--- src/rtl/xor_descrambler8.sv ---
// Byte-stream XOR descrambler: each accepted byte is XORed with an 8-bit Galois LFSR keystream.
// Frames are bounded by a programmed byte count. The output is a single-entry registered stage.
module xor_descrambler8 #(
  parameter logic [7:0] POLY = 8'hB8,
  parameter logic [7:0] SEED = 8'hFF
) (
  input  logic       clk,
  input  logic       rst_n,
  input  logic       seed_load,
  input  logic [7:0] seed_in,
  input  logic       frame_start,
  input  logic [7:0] frame_len,
  input  logic       in_valid,
  output logic       in_ready,
  input  logic [7:0] in_data,
  output logic       out_valid,
  input  logic       out_ready,
  output logic [7:0] out_data,
  output logic       busy,
  output logic       frame_done
);

  typedef enum logic {IDLE, RUN} state_t;

  state_t     state, state_nxt;
  logic [7:0] seed_q, lfsr, lfsr_nxt, seed_fix, seed_eff;
  logic [8:0] cnt;
  logic       accept, last;

  // A zero seed would lock the LFSR at zero, so it is replaced by SEED.
  assign seed_fix = (seed_in == 8'h00) ? SEED : seed_in;
  assign seed_eff = seed_load ? seed_fix : seed_q;
  assign lfsr_nxt = {1'b0, lfsr[7:1]} ^ (lfsr[0] ? POLY : 8'h00);

  assign in_ready = (state == RUN) && (!out_valid || out_ready);
  assign accept   = in_valid && in_ready;
  assign last     = accept && (cnt == 9'd1);
  assign busy     = (state == RUN);

  always_comb begin
    state_nxt = state;
    case (state)
      IDLE:    if (frame_start) state_nxt = RUN;
      RUN:     if (last) state_nxt = IDLE;
      default: state_nxt = IDLE;
    endcase
  end

  always_ff @(posedge clk or negedge rst_n) begin
    if (!rst_n) state <= IDLE;
    else        state <= state_nxt;
  end

  always_ff @(posedge clk or negedge rst_n) begin
    if (!rst_n)                          seed_q <= SEED;
    else if (state == IDLE && seed_load) seed_q <= seed_fix;
  end

  always_ff @(posedge clk or negedge rst_n) begin
    if (!rst_n) begin
      lfsr <= SEED;
      cnt  <= 9'd0;
    end else if (state == IDLE && frame_start) begin
      lfsr <= seed_eff;
      cnt  <= (frame_len == 8'h00) ? 9'd256 : {1'b0, frame_len};
    end else if (accept) begin
      lfsr <= lfsr_nxt;
      cnt  <= cnt - 9'd1;
    end
  end

  // A drain and a new accept in the same cycle keep out_valid high with the new byte.
  always_ff @(posedge clk or negedge rst_n) begin
    if (!rst_n) begin
      out_valid <= 1'b0;
      out_data  <= 8'h00;
    end else if (accept) begin
      out_valid <= 1'b1;
      out_data  <= in_data ^ lfsr;
    end else if (out_ready) begin
      out_valid <= 1'b0;
    end
  end

  always_ff @(posedge clk or negedge rst_n) begin
    if (!rst_n) frame_done <= 1'b0;
    else        frame_done <= last;
  end

endmodule

--- config.mk ---
export PLATFORM = sky130hd
export DESIGN_NAME = xor_descrambler8
export DESIGN_NICKNAME = d
export VERILOG_FILES = /design/src/rtl/xor_descrambler8.sv
export SDC_FILE = /design/constraint.sdc
export NUM_CORES = 1
export LEC_CHECK = 0
export CORE_MARGIN = 3
export CORE_UTILIZATION = 30
export DETAILED_ROUTE_END_ITERATION = 8
export SYNTH_ARGS = -nofsm -noshare
export SYNTH_HDL_FRONTEND = slang
export SYNTH_SLANG_ARGS = --single-unit
--- constraint.sdc ---
create_clock -name clk -period 2 [get_ports clk]
set_input_delay 0.4 -clock clk [delete_from_list [all_inputs] [get_ports clk]]
set_output_delay 0.4 -clock clk [all_outputs]
set_load 0.01 [all_outputs]
Word level (Yosys, flattened, before mapping)
Index checks and enable logic that the tools add are counted.
Word-level totals
  flip-flop bits (word level): 36
  input port bits: 30
  logic and storage cells: 36
Operators by class
  add/sub/neg operators: 1
  equality and inequality tests: 1
  mux-type cells: 13
  bitwise operators: 3
  reduce and logical (&&, ||, !) cells: 11
Operator list (number)
  $mux W8: 5
  $mux W9: 3
  $logic_not A8 Y1: 2
  $eq A9 B1 Y1 const B: 1
  $sub A9 B1 Y9 const B: 1
  $xor A7 B8 Y8: 1
  $xor A8 B8 Y8: 1
  $logic_and A1 B1 Y1: 5
  $mux W1: 4
  $reduce_bool A2 Y1: 2
  $pmux W1 S2: 1
  $logic_not A1 Y1: 1
  $logic_or A1 B1 Y1: 1
  $not A1 Y1: 1

Depth between registers and ports, before layout
  depth in word-level cells: 7
  gate-level depth with buffers: 6
  depth with buffers taken out: 6

Least setup slack after synthesis
No wires, ideal clock.
  path type: register to register
  start: register cnt[0]
  end: register cnt[6]
  data arrival time: 1.630 ns
  path slack: 0.243 ns
  stages on the path, launching flop included: 7
  path buffers: 0
  clock period less this slack: 1.757 ns
  path through: dfrtp_1 -> inv_1 -> ha_1 -> or3b_2 -> nor3_2 -> a21oi_1 -> a221o_1
Between the ends
  longest elaborated chain between the ends: 3
Ends and longest elaborated chain
  from (decl): line 27  | logic [8:0] cnt;
  from (signal assigned): line 65  | cnt <= (frame_len == 8'h00) ? 9'd256 : {1'b0, frame_len};
  from (signal assigned): line 68  | cnt <= cnt - 9'd1;
  $sub A9 B1 Y9: line 68
  $mux W9: line 66  | end else if (accept) begin
  $mux W9: line 63  | end else if (state == IDLE && frame_start) begin
Every way passes these cells. The select of a mux whose other input is x is not followed.
A chain may end at the register's enable or synchronous reset.

Worst setup path after layout
  start: input seed_in[4]
  end: register lfsr[3]
Between the ends
  longest elaborated chain between the ends: 4
Ends and longest elaborated chain
  from (decl): line 10  | input logic [7:0] seed_in,
  $logic_not A8 Y1: line 31  | assign seed_fix = (seed_in == 8'h00) ? SEED : seed_in;
  $mux W8: line 31
  $mux W8: line 32  | assign seed_eff = seed_load ? seed_fix : seed_q;
  $mux W8: line 63
  to (signal assigned): line 67  | lfsr <= lfsr_nxt;
  to (decl): line 26  | logic [7:0] seed_q, lfsr, lfsr_nxt, seed_fix, seed_eff;
Every way passes these cells.

==> impl_metrics.tcl <==
set metrics [dict create \
    maxSlewHeadroom_pct 63.6 \
    syn-num-nets 205 \
    grt_pass1_wl_mm 7.37 \
    drive_above_1_share_pct 22.6 \
    critPathLaunchType "input port" \
    place_ws_ps -160 \
    dp_hpwl_mm 3.15 \
    post-route-period-util_pct 93.5 \
    synthSimpleGateAreaFrac_pct 18.5 \
    post-route-util_pct 44.4 \
    cts-resized-gates 1 \
    fmax_ghz 0.535 \
    clockBufferDepth 2 \
    rsz0062_at_grt "false" \
    power.density_nw_per_um2 1270 \
    cts-buffers-inserted 5 \
    clkTransAtPathRegs_ps 70 \
    htreeDepth 2 \
    detail_route.wl_per_cell_um 13.8 \
    syn_avg_cell_area_um2 10.6 \
    first_global_vias 1510 \
    io_buffers 41 \
    dieArea_um2 7070 \
    wl_mm 4.23 \
    area_growth_syn_to_layout_pct 38.6 \
    final_common_cell "clkdlybuf4s50_1" \
    min_period_ps 1870 \
    root_buffer "clkbuf_8" \
    yosys_warnings 0 \
    antennaDiodeCount 0 \
    die_x_um 84.1 \
    cts_tree "built" \
    vias 1504 \
    tightestPinTransition_ps 540 \
    gp_routability_congestion 0.762 \
    hp-class "register to register" \
    startpoint "seed_in[4]" \
    grt_usage_pct 12.7 \
    fin_area_um2 2530 \
    setup_viol 0 \
    num_rows 27 \
    grt.overflow.total 0 \
    synth_adder_area_share_pct 1.37 \
    synth_xor_xnor_area_share_pct 6.23 \
    drtAntennaViolNets 0 \
    synth_top_family_by_area "compound AO/OA/AOI/OAI gates" \
    synth_edf_count 0 \
    required_ps 2200 \
    synth_top_area_share_pct 27.4 \
    setup_ws_ps 130 \
    outcome "complete, no violations" \
    r2r-start "cnt[1]$_DFFE_PN0P_" \
    yosysSeqAreaShare_pct 50.4 \
    die_h_um 84.1 \
    cts_setup_buffers 0 \
    start_util_pct 32.0 \
    hold_viol 0 \
    finalPower_w 0.00321 \
    route.detailed.drc 0 \
    worstSkewPairLatency_ps 280 \
    crit_type "input port to register" \
    synth_cell_types 41 \
    fp.coreArea_um2 5710 \
    dr.pass1.iters 4 \
    cts_hold_buf 0 \
    ios 42 \
    antenna_found_initial 0 \
    ys.flop_type "dfrtp_1" \
    synth_seq_cells 36 \
    hold_start "out_data[5]$_DFFE_PN0P_" \
    synth_cells 173 \
    synth_compound_area_share_pct 19.1 \
    layout.nets 265 \
    syn_area_um2 1830 \
    vias_per_cell 4.92 \
    drt-initial-drc-count 80 \
    yosys-top-cells-area "dfrtp_1, dfstp_2, xnor2_1" \
    drv_slew 0 \
    muxShareOfSynthArea_pct 1.10 \
    end_kind "register" \
    p_leak_nw 0.992 \
    maxCapViolCount 0 \
    async_reset_ff_share_pct 100 \
    peakVddDrop_mv 0.402 \
    cp_max_fo 8 \
    clock_skew_ps 4.78 \
    synth_top_area_cell "dfrtp_1" \
    final_cell_mix "clkdlybuf4s50_1, dfrtp_1, buf_4" \
    worstPathArrival_ps 2070 \
    grt_max_degree 37 \
    clock-sinks 36 \
    place_area_um2 2450 \
]
==> cell type report <==
cell class                      count  area, um2
Clock buffer                        7       76.3
Clock inverter                      1       5.00
Fill cell                         569       3180
Inverter                            3       11.3
Multi-Input combinational cell    126        846
Sequential cell                    36        921
Tap cell                           72       90.1
Timing Repair Buffer               61        584
==> per-layer routing <==
metal / vias to the layer above / track usage, % / part of all wire (%)
met2: 34 / 19.2 / 46
li1: 761 / - / -
met3: 2 / 4.05 / 4.7
met1: 707 / 18.2 / 49
met4: 0 / 1.75 / 0.28
met5: - / 0 / 0
==> stage by stage <==
step                TNS, ps  hold slack (ps)  std cells
global route              0              507        306
CTS                       0              484        306
floorplan                 0              104        173
finish                    0              477        306
detailed placement     -669              471        298
global placement       -328              462        298
==> cells in the mapped netlist, types with 2 or more instances <==
master / number
a211oi_2: 2
a21oi_1: 5
a221o_1: 6
and2_1: 3
buf_6: 2
clkbuf_1: 4
dfrtp_1: 20
dfstp_2: 16
ha_1: 2
inv_1: 3
mux2i_1: 2
nand2_1: 16
nand2b_1: 3
nand3_1: 3
nor2_1: 10
nor2b_1: 2
nor3_1: 11
nor4_1: 3
o21ai_0: 12
o21ai_1: 2
o22a_1: 7
o22ai_1: 8
or4_4: 2
xnor2_1: 12
==> power breakdown <==
part	switching, W	leakage (nW)	internal (W)
logic	0.000542	0.536	0.000729
clock network	0.000249	0.0422	0.000244
registers	0.000279	0.414	0.00117
total	0.00107	0.992	0.00214
==> sequential cells by signal, indices dropped and copies added (netlist names) <==
signal      flops
out_valid       1
out_data        8
frame_done      1
busy            1
cnt             9
lfsr            8
seed_q          8
==> worst max-delay path, stage by stage <==
cell,delay [ps]
clkdlybuf4s50_1,420
or4_4,580
o211ai_4,300
o22ai_1,150
a211oi_2,210
==> cell families after synthesis <==
logic type / after synthesis
fa+ha+maj: 2
compound gates: 47
xor+xnor: 13
flops: 36
simple gates: 62
buf+inv: 11
mux: 2
==> worst paths after layout <==
kind | cells after the start | slack [ps] | endpoint
max | 5 | 130 | lfsr[3]$_DFFE_PN1P_
min | 2 | 480 | out_data[5]$_DFFE_PN0P_
max reg2reg | 6 | 130 | cnt[6]$_DFFE_PN0P_
min reg2reg | 2 | 480 | out_data[5]$_DFFE_PN0P_
max in group asynchronous | 2 | 1110 | lfsr[5]$_DFFE_PN1P_
min in group asynchronous | 2 | 540 | cnt[2]$_DFFE_PN0P_
(Power assumes the default switching activity.)
